**src/rtl/recirc_reinject_if.sv**
```systemverilog
// Bundle of the main-path, recirculation and merged-output signals of recirc_reinject.
// The master side is the traffic source; the slave side is the re-inject block.
interface recirc_reinject_if #(
  parameter int WIDTH = 8
);
  logic [WIDTH-1:0] data_in0;
  logic [WIDTH-1:0] data_in1;
  logic [WIDTH-1:0] data_in2;
  logic [WIDTH-1:0] data_in3;
  logic             valid_in;
  logic [WIDTH-1:0] data_rc0;
  logic [WIDTH-1:0] data_rc1;
  logic [WIDTH-1:0] data_rc2;
  logic [WIDTH-1:0] data_rc3;
  logic             valid_rc;
  logic [WIDTH-1:0] data_out0;
  logic [WIDTH-1:0] data_out1;
  logic [WIDTH-1:0] data_out2;
  logic [WIDTH-1:0] data_out3;
  logic             valid_out;
  logic             src_rc;
  logic             fifo_full;
  logic             fifo_empty;
  logic             overflow;
  logic             stall_main;

  modport master (
    output data_in0, data_in1, data_in2, data_in3, valid_in,
    output data_rc0, data_rc1, data_rc2, data_rc3, valid_rc,
    input  data_out0, data_out1, data_out2, data_out3, valid_out,
    input  src_rc, fifo_full, fifo_empty, overflow, stall_main
  );

  modport slave (
    input  data_in0, data_in1, data_in2, data_in3, valid_in,
    input  data_rc0, data_rc1, data_rc2, data_rc3, valid_rc,
    output data_out0, data_out1, data_out2, data_out3, valid_out,
    output src_rc, fifo_full, fifo_empty, overflow, stall_main
  );
endinterface

```
**src/rtl/recirc_reinject.sv**
```systemverilog
// Queues diverted 4-lane words and re-injects them into the main stream when it idles.
// Optional macro RECIRC_STARVE_EN adds a starvation counter that forces a re-inject.
module recirc_reinject #(
  parameter int WIDTH      = 8,
  parameter int DEPTH      = 4,
  parameter int AW         = 2,
  parameter int STARVE_MAX = 3
) (
  input  logic             clk,
  input  logic             reset_L,
  recirc_reinject_if.slave bus
);
  localparam int                  WW       = 4 * WIDTH;
  localparam logic [AW:0]         FULL_CNT = (AW + 1)'(DEPTH);

  if (DEPTH != (1 << AW)) begin : g_bad_depth
    $error("recirc_reinject: DEPTH must equal 2**AW");
  end
  if (STARVE_MAX < 1) begin : g_bad_starve
    $error("recirc_reinject: STARVE_MAX must be at least 1");
  end

  // Handshake: valid-only streams. A main word is accepted on any edge where
  // valid_in=1 and stall_main=0; during stall_main=1 the source holds its word.
  // valid_rc is a push request and is never back-pressured (excess is dropped).

  logic [WW-1:0] mem_q [DEPTH];
  logic [AW-1:0] wr_ptr_q, rd_ptr_q;
  logic [AW:0]   count_q, count_d;
  logic [WW-1:0] data_out_q;
  logic          valid_out_q;
  logic          src_rc_q;
  logic          overflow_q;

  logic [WW-1:0] main_word, rc_word, head_word;
  logic          fifo_full, fifo_empty;
  logic          stall_main;
  logic          pop, push, main_take;

  assign main_word  = {bus.data_in3, bus.data_in2, bus.data_in1, bus.data_in0};
  assign rc_word    = {bus.data_rc3, bus.data_rc2, bus.data_rc1, bus.data_rc0};
  assign head_word  = mem_q[rd_ptr_q];

  assign fifo_full  = (count_q == FULL_CNT);
  assign fifo_empty = (count_q == '0);

  assign main_take  = bus.valid_in && !stall_main;
  assign pop        = !fifo_empty && (!bus.valid_in || stall_main);
  assign push       = bus.valid_rc && (!fifo_full || pop);

`ifdef RECIRC_STARVE_EN
  localparam int              SW         = $clog2(STARVE_MAX + 1);
  localparam logic [SW-1:0]   STARVE_LIM = SW'(STARVE_MAX);

  logic [SW-1:0] starve_q, starve_d;

  assign stall_main = (starve_q == STARVE_LIM) && !fifo_empty;

  always_comb begin
    starve_d = starve_q;
    if (pop || fifo_empty) begin
      starve_d = '0;
    end else if (bus.valid_in && !stall_main && (starve_q != STARVE_LIM)) begin
      starve_d = starve_q + 1'b1;
    end
  end

  always_ff @(posedge clk or negedge reset_L) begin
    if (!reset_L) begin
      starve_q <= '0;
    end else begin
      starve_q <= starve_d;
    end
  end
`else
  assign stall_main = 1'b0;
`endif

  always_comb begin
    count_d = count_q;
    unique case ({push, pop})
      2'b10:   count_d = count_q + 1'b1;
      2'b01:   count_d = count_q - 1'b1;
      default: count_d = count_q;
    endcase
  end

  // Storage is not reset; the pointers and count alone define what is queued.
  always_ff @(posedge clk) begin
    if (push) begin
      mem_q[wr_ptr_q] <= rc_word;
    end
  end

  always_ff @(posedge clk or negedge reset_L) begin
    if (!reset_L) begin
      wr_ptr_q    <= '0;
      rd_ptr_q    <= '0;
      count_q     <= '0;
      overflow_q  <= 1'b0;
      data_out_q  <= '0;
      valid_out_q <= 1'b0;
      src_rc_q    <= 1'b0;
    end else begin
      count_q <= count_d;
      if (push) begin
        wr_ptr_q <= wr_ptr_q + 1'b1;
      end
      if (pop) begin
        rd_ptr_q <= rd_ptr_q + 1'b1;
      end
      if (bus.valid_rc && fifo_full && !pop) begin
        overflow_q <= 1'b1;
      end
      // Main path wins whenever it is not stalled; the FIFO only fills idle slots.
      if (main_take) begin
        data_out_q  <= main_word;
        valid_out_q <= 1'b1;
        src_rc_q    <= 1'b0;
      end else if (pop) begin
        data_out_q  <= head_word;
        valid_out_q <= 1'b1;
        src_rc_q    <= 1'b1;
      end else begin
        data_out_q  <= '0;
        valid_out_q <= 1'b0;
        src_rc_q    <= 1'b0;
      end
    end
  end

  assign bus.data_out0  = data_out_q[WIDTH-1:0];
  assign bus.data_out1  = data_out_q[2*WIDTH-1:WIDTH];
  assign bus.data_out2  = data_out_q[3*WIDTH-1:2*WIDTH];
  assign bus.data_out3  = data_out_q[4*WIDTH-1:3*WIDTH];
  assign bus.valid_out  = valid_out_q;
  assign bus.src_rc     = src_rc_q;
  assign bus.fifo_full  = fifo_full;
  assign bus.fifo_empty = fifo_empty;
  assign bus.overflow   = overflow_q;
  assign bus.stall_main = stall_main;
endmodule

```
**src/flat_wrapper.sv**
```systemverilog
// flat-port wrapper written by rule: the top's interface ports become plain ports
module recirc_reinject_flat 
#(
  parameter int WIDTH      = 8,
  parameter int DEPTH      = 4,
  parameter int AW         = 2,
  parameter int STARVE_MAX = 3
)
  (clk, reset_L, bus_data_in0, bus_data_in1, bus_data_in2, bus_data_in3, bus_valid_in, bus_data_rc0, bus_data_rc1, bus_data_rc2, bus_data_rc3, bus_valid_rc, bus_data_out0, bus_data_out1, bus_data_out2, bus_data_out3, bus_valid_out, bus_src_rc, bus_fifo_full, bus_fifo_empty, bus_overflow, bus_stall_main);
  recirc_reinject_if #(.WIDTH(WIDTH)) bus_i ();
  input  logic clk;
  input  logic reset_L;
  input wire logic [$bits(bus_i.data_in0)-1:0] bus_data_in0;
  input wire logic [$bits(bus_i.data_in1)-1:0] bus_data_in1;
  input wire logic [$bits(bus_i.data_in2)-1:0] bus_data_in2;
  input wire logic [$bits(bus_i.data_in3)-1:0] bus_data_in3;
  input wire logic [$bits(bus_i.valid_in)-1:0] bus_valid_in;
  input wire logic [$bits(bus_i.data_rc0)-1:0] bus_data_rc0;
  input wire logic [$bits(bus_i.data_rc1)-1:0] bus_data_rc1;
  input wire logic [$bits(bus_i.data_rc2)-1:0] bus_data_rc2;
  input wire logic [$bits(bus_i.data_rc3)-1:0] bus_data_rc3;
  input wire logic [$bits(bus_i.valid_rc)-1:0] bus_valid_rc;
  output wire logic [$bits(bus_i.data_out0)-1:0] bus_data_out0;
  output wire logic [$bits(bus_i.data_out1)-1:0] bus_data_out1;
  output wire logic [$bits(bus_i.data_out2)-1:0] bus_data_out2;
  output wire logic [$bits(bus_i.data_out3)-1:0] bus_data_out3;
  output wire logic [$bits(bus_i.valid_out)-1:0] bus_valid_out;
  output wire logic [$bits(bus_i.src_rc)-1:0] bus_src_rc;
  output wire logic [$bits(bus_i.fifo_full)-1:0] bus_fifo_full;
  output wire logic [$bits(bus_i.fifo_empty)-1:0] bus_fifo_empty;
  output wire logic [$bits(bus_i.overflow)-1:0] bus_overflow;
  output wire logic [$bits(bus_i.stall_main)-1:0] bus_stall_main;
  assign bus_i.data_in0 = bus_data_in0;
  assign bus_i.data_in1 = bus_data_in1;
  assign bus_i.data_in2 = bus_data_in2;
  assign bus_i.data_in3 = bus_data_in3;
  assign bus_i.valid_in = bus_valid_in;
  assign bus_i.data_rc0 = bus_data_rc0;
  assign bus_i.data_rc1 = bus_data_rc1;
  assign bus_i.data_rc2 = bus_data_rc2;
  assign bus_i.data_rc3 = bus_data_rc3;
  assign bus_i.valid_rc = bus_valid_rc;
  assign bus_data_out0 = bus_i.data_out0;
  assign bus_data_out1 = bus_i.data_out1;
  assign bus_data_out2 = bus_i.data_out2;
  assign bus_data_out3 = bus_i.data_out3;
  assign bus_valid_out = bus_i.valid_out;
  assign bus_src_rc = bus_i.src_rc;
  assign bus_fifo_full = bus_i.fifo_full;
  assign bus_fifo_empty = bus_i.fifo_empty;
  assign bus_overflow = bus_i.overflow;
  assign bus_stall_main = bus_i.stall_main;
  recirc_reinject #(.WIDTH(WIDTH), .DEPTH(DEPTH), .AW(AW), .STARVE_MAX(STARVE_MAX)) u_core (.clk(clk), .reset_L(reset_L), .bus(bus_i));
endmodule
```
**config.mk**
```make
export PLATFORM = sky130hd
export DESIGN_NAME = recirc_reinject_flat
export DESIGN_NICKNAME = d
export VERILOG_FILES = /design/src/rtl/recirc_reinject_if.sv /design/src/rtl/recirc_reinject.sv /design/src/flat_wrapper.sv
export SDC_FILE = /design/constraint.sdc
export NUM_CORES = 1
export LEC_CHECK = 0
export CAP_MARGIN = 30
export CORE_MARGIN = 2
export CORE_UTILIZATION = 30
export DETAILED_ROUTE_END_ITERATION = 10
export HOLD_SLACK_MARGIN = 0.03
export PLACE_DENSITY = 0.61
export SLEW_MARGIN = 20
export SYNTH_ARGS = -nofsm -noshare
export SYNTH_HDL_FRONTEND = slang
export SYNTH_SLANG_ARGS = --single-unit
```
**constraint.sdc**
```tcl
create_clock -name clk -period 2.14 [get_ports clk]
set_input_delay 0.428 -clock clk [delete_from_list [all_inputs] [get_ports clk]]
set_output_delay 0.428 -clock clk [all_outputs]
set_load 0.005 [all_outputs]
```
; ---- Yosys cells after proc, flatten, opt, wreduce, memory -nomap -nowiden
; Memory sizes are Yosys's and may differ from the RTL's.
; Cells that the tools add are included.
[word_totals]
register_bits = 42
latchBits = 0
mem_bits_rw = 128
mem_bits_ro = 0
input_bits = 68
out_inout_bits = 38
n_memories = 1
[op_classes]
n_addsub = 4
mul = 0
n_div = 0
magnitude_cmp = 0
n_eq_ne = 3
shift = 0
muxes = 8
bitwise = 0
reduce_logical = 11
[mem_list]
columns = memory, words, width, read_ports, rd_clocked_by_memory_dff, wr, line
row1 = u_core.mem_q, 4, 32, 1, 0, 1, recirc_reinject.sv:27  ; logic [WW-1:0] mem_q [DEPTH];
[ops]
columns = op, count
row1 = $mux W32, 2
row2 = $pmux W3 S2, 1
row3 = $mux W1, 5
row4 = $add A2 B1 Y2 const B, 2
row5 = $logic_and A1 B1 Y1, 4
row6 = $logic_not A1 Y1, 4
row7 = $add A3 B1 Y3 const B, 1
row8 = $eq A3 B3 Y1 const B, 1
row9 = $logic_not A3 Y1, 1
row10 = $sub A3 B1 Y3 const B, 1
row11 = $eq A2 B1 Y1 const B, 1
row12 = $eq A2 B2 Y1 const B, 1
row13 = $reduce_bool A2 Y1, 1
row14 = $logic_or A1 B1 Y1, 1

; ---- Longest topological paths before layout
; Gate-level depths: netlist (run 1).
[logic_depth]
ltp_word = 7
mapped_depth = 7
ltp_nobuf = 6

; ---- Worst setup path before layout (run 1)
; No wires, ideal clock.
[synth_path]
path_kind = flip-flop to flip-flop
startpoint = register u_core.count_q[2]
endpoint = memory u_core.mem_q[0][0] (netlist name) (enable)
arrival_ps = 1733
required_ps = 1748
slack_ps = 15
stages_incl_launch_ff = 5
n_path_buf = 1
synth_period_minus_slack_ps = 2125
path_cell_list = dfrtp_1 > buf_2 > nor3b_2 > a21boi_2 > and2_1
[synth_lines]
columns = element, line
row1 = start: declaration, recirc_reinject.sv:29  ; logic [AW:0] count_q, count_d;
row2 = start signal: assignment, recirc_reinject.sv:105  ; count_q <= count_d;
row3 = $eq A3 B3 Y1, recirc_reinject.sv:44  ; assign fifo_full = (count_q == FULL_CNT);
row4 = named net bus_fifo_full, flat_wrapper.sv:29  ; output wire logic [$bits(bus_i.fifo_full)-1:0] bus_fifo_full;
row5 = $logic_not A1 Y1, recirc_reinject.sv:49  ; assign push = bus.valid_rc && (!fifo_full || pop);
row6 = $logic_or A1 B1 Y1, recirc_reinject.sv:49
row7 = $logic_and A1 B1 Y1, recirc_reinject.sv:49
row8 = $mux W1, recirc_reinject.sv:90  ; if (push) begin
row9 = $mux W1 (not written as such), recirc_reinject.sv:91  ; mem_q[wr_ptr_q] <= rc_word;
row10 = end: declaration, recirc_reinject.sv:27
; The timed path passes the listed nets, and every way through them passes these cells.

; ---- Final worst setup path (run 1)
[layout_path]
startpoint = register u_core.count_q[0]
endpoint = output bus_fifo_full
[layout_between]
elab_chain_len = 1
[layout_lines]
columns = element, line
row1 = $eq A3 B3 Y1, recirc_reinject.sv:44
row2 = end: declaration, flat_wrapper.sv:29
; No other way between the ends.

==> results of run 1 <==
-- where the power goes --
group / internal (mW) / switching, mW / total, mW
clock: 1.73 / 1.26 / 3.00
combinational: 1.80 / 1.26 / 3.06
sequential: 4.38 / 0.369 / 4.75
-- layout make-up --
cell class | count | share of cell area
tap | 275 | 0.04008
multi-input combinational | 103 | 0.1589
clock buffer | 19 | 0.05043
clock inverter | 13 | 0.01647
timing repair buffer | 134 | 0.1606
sequential | 170 | 0.5709
inverter | 6 | 0.002624
-- final timing paths --
check                               startpoint                    end  cells after the start  slack [ps]
setup / recovery             u_core.count_q[0]          bus_fifo_full                      2          60
hold / removal                    bus_valid_in     u_core.rd_ptr_q[1]                      3         450
setup reg to reg            u_core.rd_ptr_q[0]  u_core.data_out_q[12]                      3         310
hold reg to reg            u_core.bus.overflow    u_core.bus.overflow                      1         500
max in group asynchronous              reset_L      u_core.count_q[0]                      3        1010
min in group asynchronous              reset_L   u_core.data_out_q[8]                      2         510
-- cell usage in the layout (no fill, tap or decap), types with 2 or more instances in the layout --
cell             instances
buf_4                   20
mux4_2                  28
clkdlybuf4s50_1        102
ha_1                     4
buf_12                   8
xor2_1                   3
clkbuf_16               17
dfrtp_2                  5
bufinv_16                2
o2111ai_1                2
buf_2                    2
clkbuf_1                 2
edfxtp_1               128
mux4_1                   4
and2_2                   4
nand2_1                  2
dfrtp_1                 37
inv_1                    6
xnor2_1                  2
nand3b_1                 2
nor3b_1                  2
a22o_1                  32
inv_6                    4
clkinv_2                 3
-- stage by stage --
stage                     setup slack [ps]  TNS (ps)  cell area [um^2]  power (mW)  hold WS (ps)
after detailed placement            -16.29    -30.60              7946       7.831         419.2
after floorplan                      14.51         0              6401       6.449         132.4
after CTS                           -4.987    -4.987              8541       10.87         422.5
after global routing                0.1645         0              8584       11.32         448.1
final                                60.91         0              8584       10.80         446.9
after global placement              -23.98    -23.98              7919       7.731         419.2
-- layer usage --
metal | vias to the layer above | track usage | routed length [um]
li1 | 1477 | - | -
met1 | 1666 | 0.1616 | 6032
met2 | 92 | 0.1977 | 6491
met3 | 12 | 0.04238 | 745
met4 | 2 | 0.03679 | 125
met5 | - | 0 | 13
-- kinds of logic (layout without fill, tap and decap cells) --
| kind of cell | count (synthesis) | count (layout) | synth area share |
|---|---|---|---|
| adders and majority gates | 5 | 5 | 0.01095 |
| muxes | 33 | 33 | 0.1167 |
| DFF | 170 | 170 | 0.7647 |
| and+or+nand+nor | 16 | 16 | 0.01681 |
| other | 1 | 1 | 0.0005858 |
| xor gates and xnor gates | 5 | 5 | 0.006843 |
| buffers and inverters | 25 | 172 | 0.02580 |
| AOI/OAI and AO/OA | 43 | 43 | 0.05766 |
-- worst min-delay path: cells and delay by family --
kind	cells	cell delay [ps]
xor+xnor	1	110
buf+inv	1	190
simple gates	1	90
-- state kept, by name (all words and copies together), names as in the netlist --
| register | cells |
|---|---|
| u_core.rd_ptr_q | 2 |
| u_core.bus.valid_out | 1 |
| u_core.count_q | 3 |
| u_core.mem_q | 128 |
| u_core.wr_ptr_q | 2 |
| u_core.bus.overflow | 1 |
| u_core.data_out_q | 32 |
| u_core.bus.src_rc | 1 |
-- what timing repair did --
action	CTS	global route
resized for setup	4	1
endpoints found under the hold margin	18	0
hold buffers	1	0
buffers inserted	0	5
cloned	0	0
setup endpoints to repair	2	2
pin swaps	1	1
==> impl_metrics.yaml, run 1 <==
floorplanning:
  dieArea_um2: 22520
  dieHeight_um: 150.1
  core_um2: 20960
  fp.dieW_um: 150.1
  start_util: 0.3055
  ioPinCount: 106
  placementRows: 53
grt:
  grt.total_usage: 0.1242
  grt_first_pass_wirelength_um: 20310
  grt_pass1_vias: 3506
  grt_overflow: 0
  grt_max_degree: 25
  antenna_found_initial: 1
status:
  status: "finished, final reports clean"
routing:
  dr.first_iter.drc_count: 238
  routed_via_density: 4.513
  first_pass_iters: 4
  ant_nets: 0
  drc: 0
  routed_wl_um: 13410
  wire_per_inst_um: 18.62
  vias: 3249
logic_synthesis:
  avgSynthCellArea_um2: 21.48
  seq_area_frac_synth: 0.7647
  synth_top_area_frac: 0.6005
  synth_area_leaders: "edfxtp_1 (60%), dfrtp_1 (16%), mux4_2 (9.9%), a22o_1 (4.4%), mux4_1 (1.6%)"
  ys_types: 38
  synthArstFlopShare: 0.2471
  synth-edff-count: 128
  yosys_warnings: 0
  synth_fp_nets: 371
  ys_seq_elements: 170
  synth.most_common_cell: "edfxtp_1"
  syn_area_um2: 6401
  synth_ff_type: "edfxtp_1"
  synthCells: 298
  synth_top_area_cell: "edfxtp_1"
  synth_common_cells: "edfxtp_1 (128), dfrtp_1 (42), a22o_1 (32)"
cells_and_area:
  final_net_count: 505
  multi_input_area_um2: 1364
  nFillCells: 1876
  synthToLayoutAreaGrowth_pct: 34.11
  antenna_cells: 0
  drive_gt1_frac: 0.2292
  ff_latch_area_um2: 4901
  fin_cells: 720
  post-route-util: 0.4097
critical_path:
  cp_slowest_cell: "clkdlybuf4s50_1"
  critPathRequiredTime_ps: 1710
  worst-setup-path-type: "reg2out"
  critPathMaxFanout: 4
  worstSetupEndpointType: "output pin"
  start_kind: "register"
  slowest_delay_ps: 540
  crit_family: "buffers and inverters"
  crit_chain: "nor3b_4 -> clkdlybuf4s50_1"
  cp.arrival_ps: 1650
  critPathBufInv: 1
clock_network:
  clk_path_buf_depth: 2
  cts_buffers: 17
  clock-sinks: 170
  clkLatencyLatePin_ps: 420
  htree_levels: 4
  cts_tree: "yes"
  clk_pin_slew_ps: 60
  cts_root_buffer: "clkbuf_16"
place:
  place_congestion: 0.6860
  portBuffers: 104
  dpl.hpwl_um: 9231
  dp.cells: 682
timing:
  relSlewSlack: 0.6404
  drv_slew: 0
  fin_crit_sh: 0.9715
  hold_viol: 0
  max_freq_ghz: 0.4810
  finalCriticalPeriod_ps: 2079
  skew_ps: 9.350
  rsz0062_at_grt: "no"
  worstMarginPinSlew_ps: 538.1
  setup_violations: 0
power_and_ir_drop:
  power_leakage_nw: 3.040
  pwr_density_cell_nw_per_um2: 1258
  vdd_drop_max_v: 0.0007171
min_path:
  min_path_type: "in2reg"
flow_run:
  cap_viol_max_count: 0
Power figures use the tool's default switching activity.
==> inputs of run 2 (changes only) <==
--- a/config.mk
+++ b/config.mk
@@ -11,7 +11,6 @@
 export DETAILED_ROUTE_END_ITERATION = 10
 export HOLD_SLACK_MARGIN = 0.03
 export PLACE_DENSITY = 0.61
-export SLEW_MARGIN = 20
 export SYNTH_ARGS = -nofsm -noshare
 export SYNTH_HDL_FRONTEND = slang
 export SYNTH_SLANG_ARGS = --single-unit
==> results of run 2 <==
Final layout, timing and power as in run 1 (identical DEF).
==> inputs of run 3 (changes only) <==
--- a/config.mk
+++ b/config.mk
@@ -5,6 +5,7 @@
 export SDC_FILE = /design/constraint.sdc
 export NUM_CORES = 1
 export LEC_CHECK = 0
+export ABC_CLOCK_PERIOD_IN_PS = 2140
 export CAP_MARGIN = 30
 export CORE_MARGIN = 2
 export CORE_UTILIZATION = 30
==> results of run 3 <==
Final layout, timing and power as in run 1 (identical DEF).
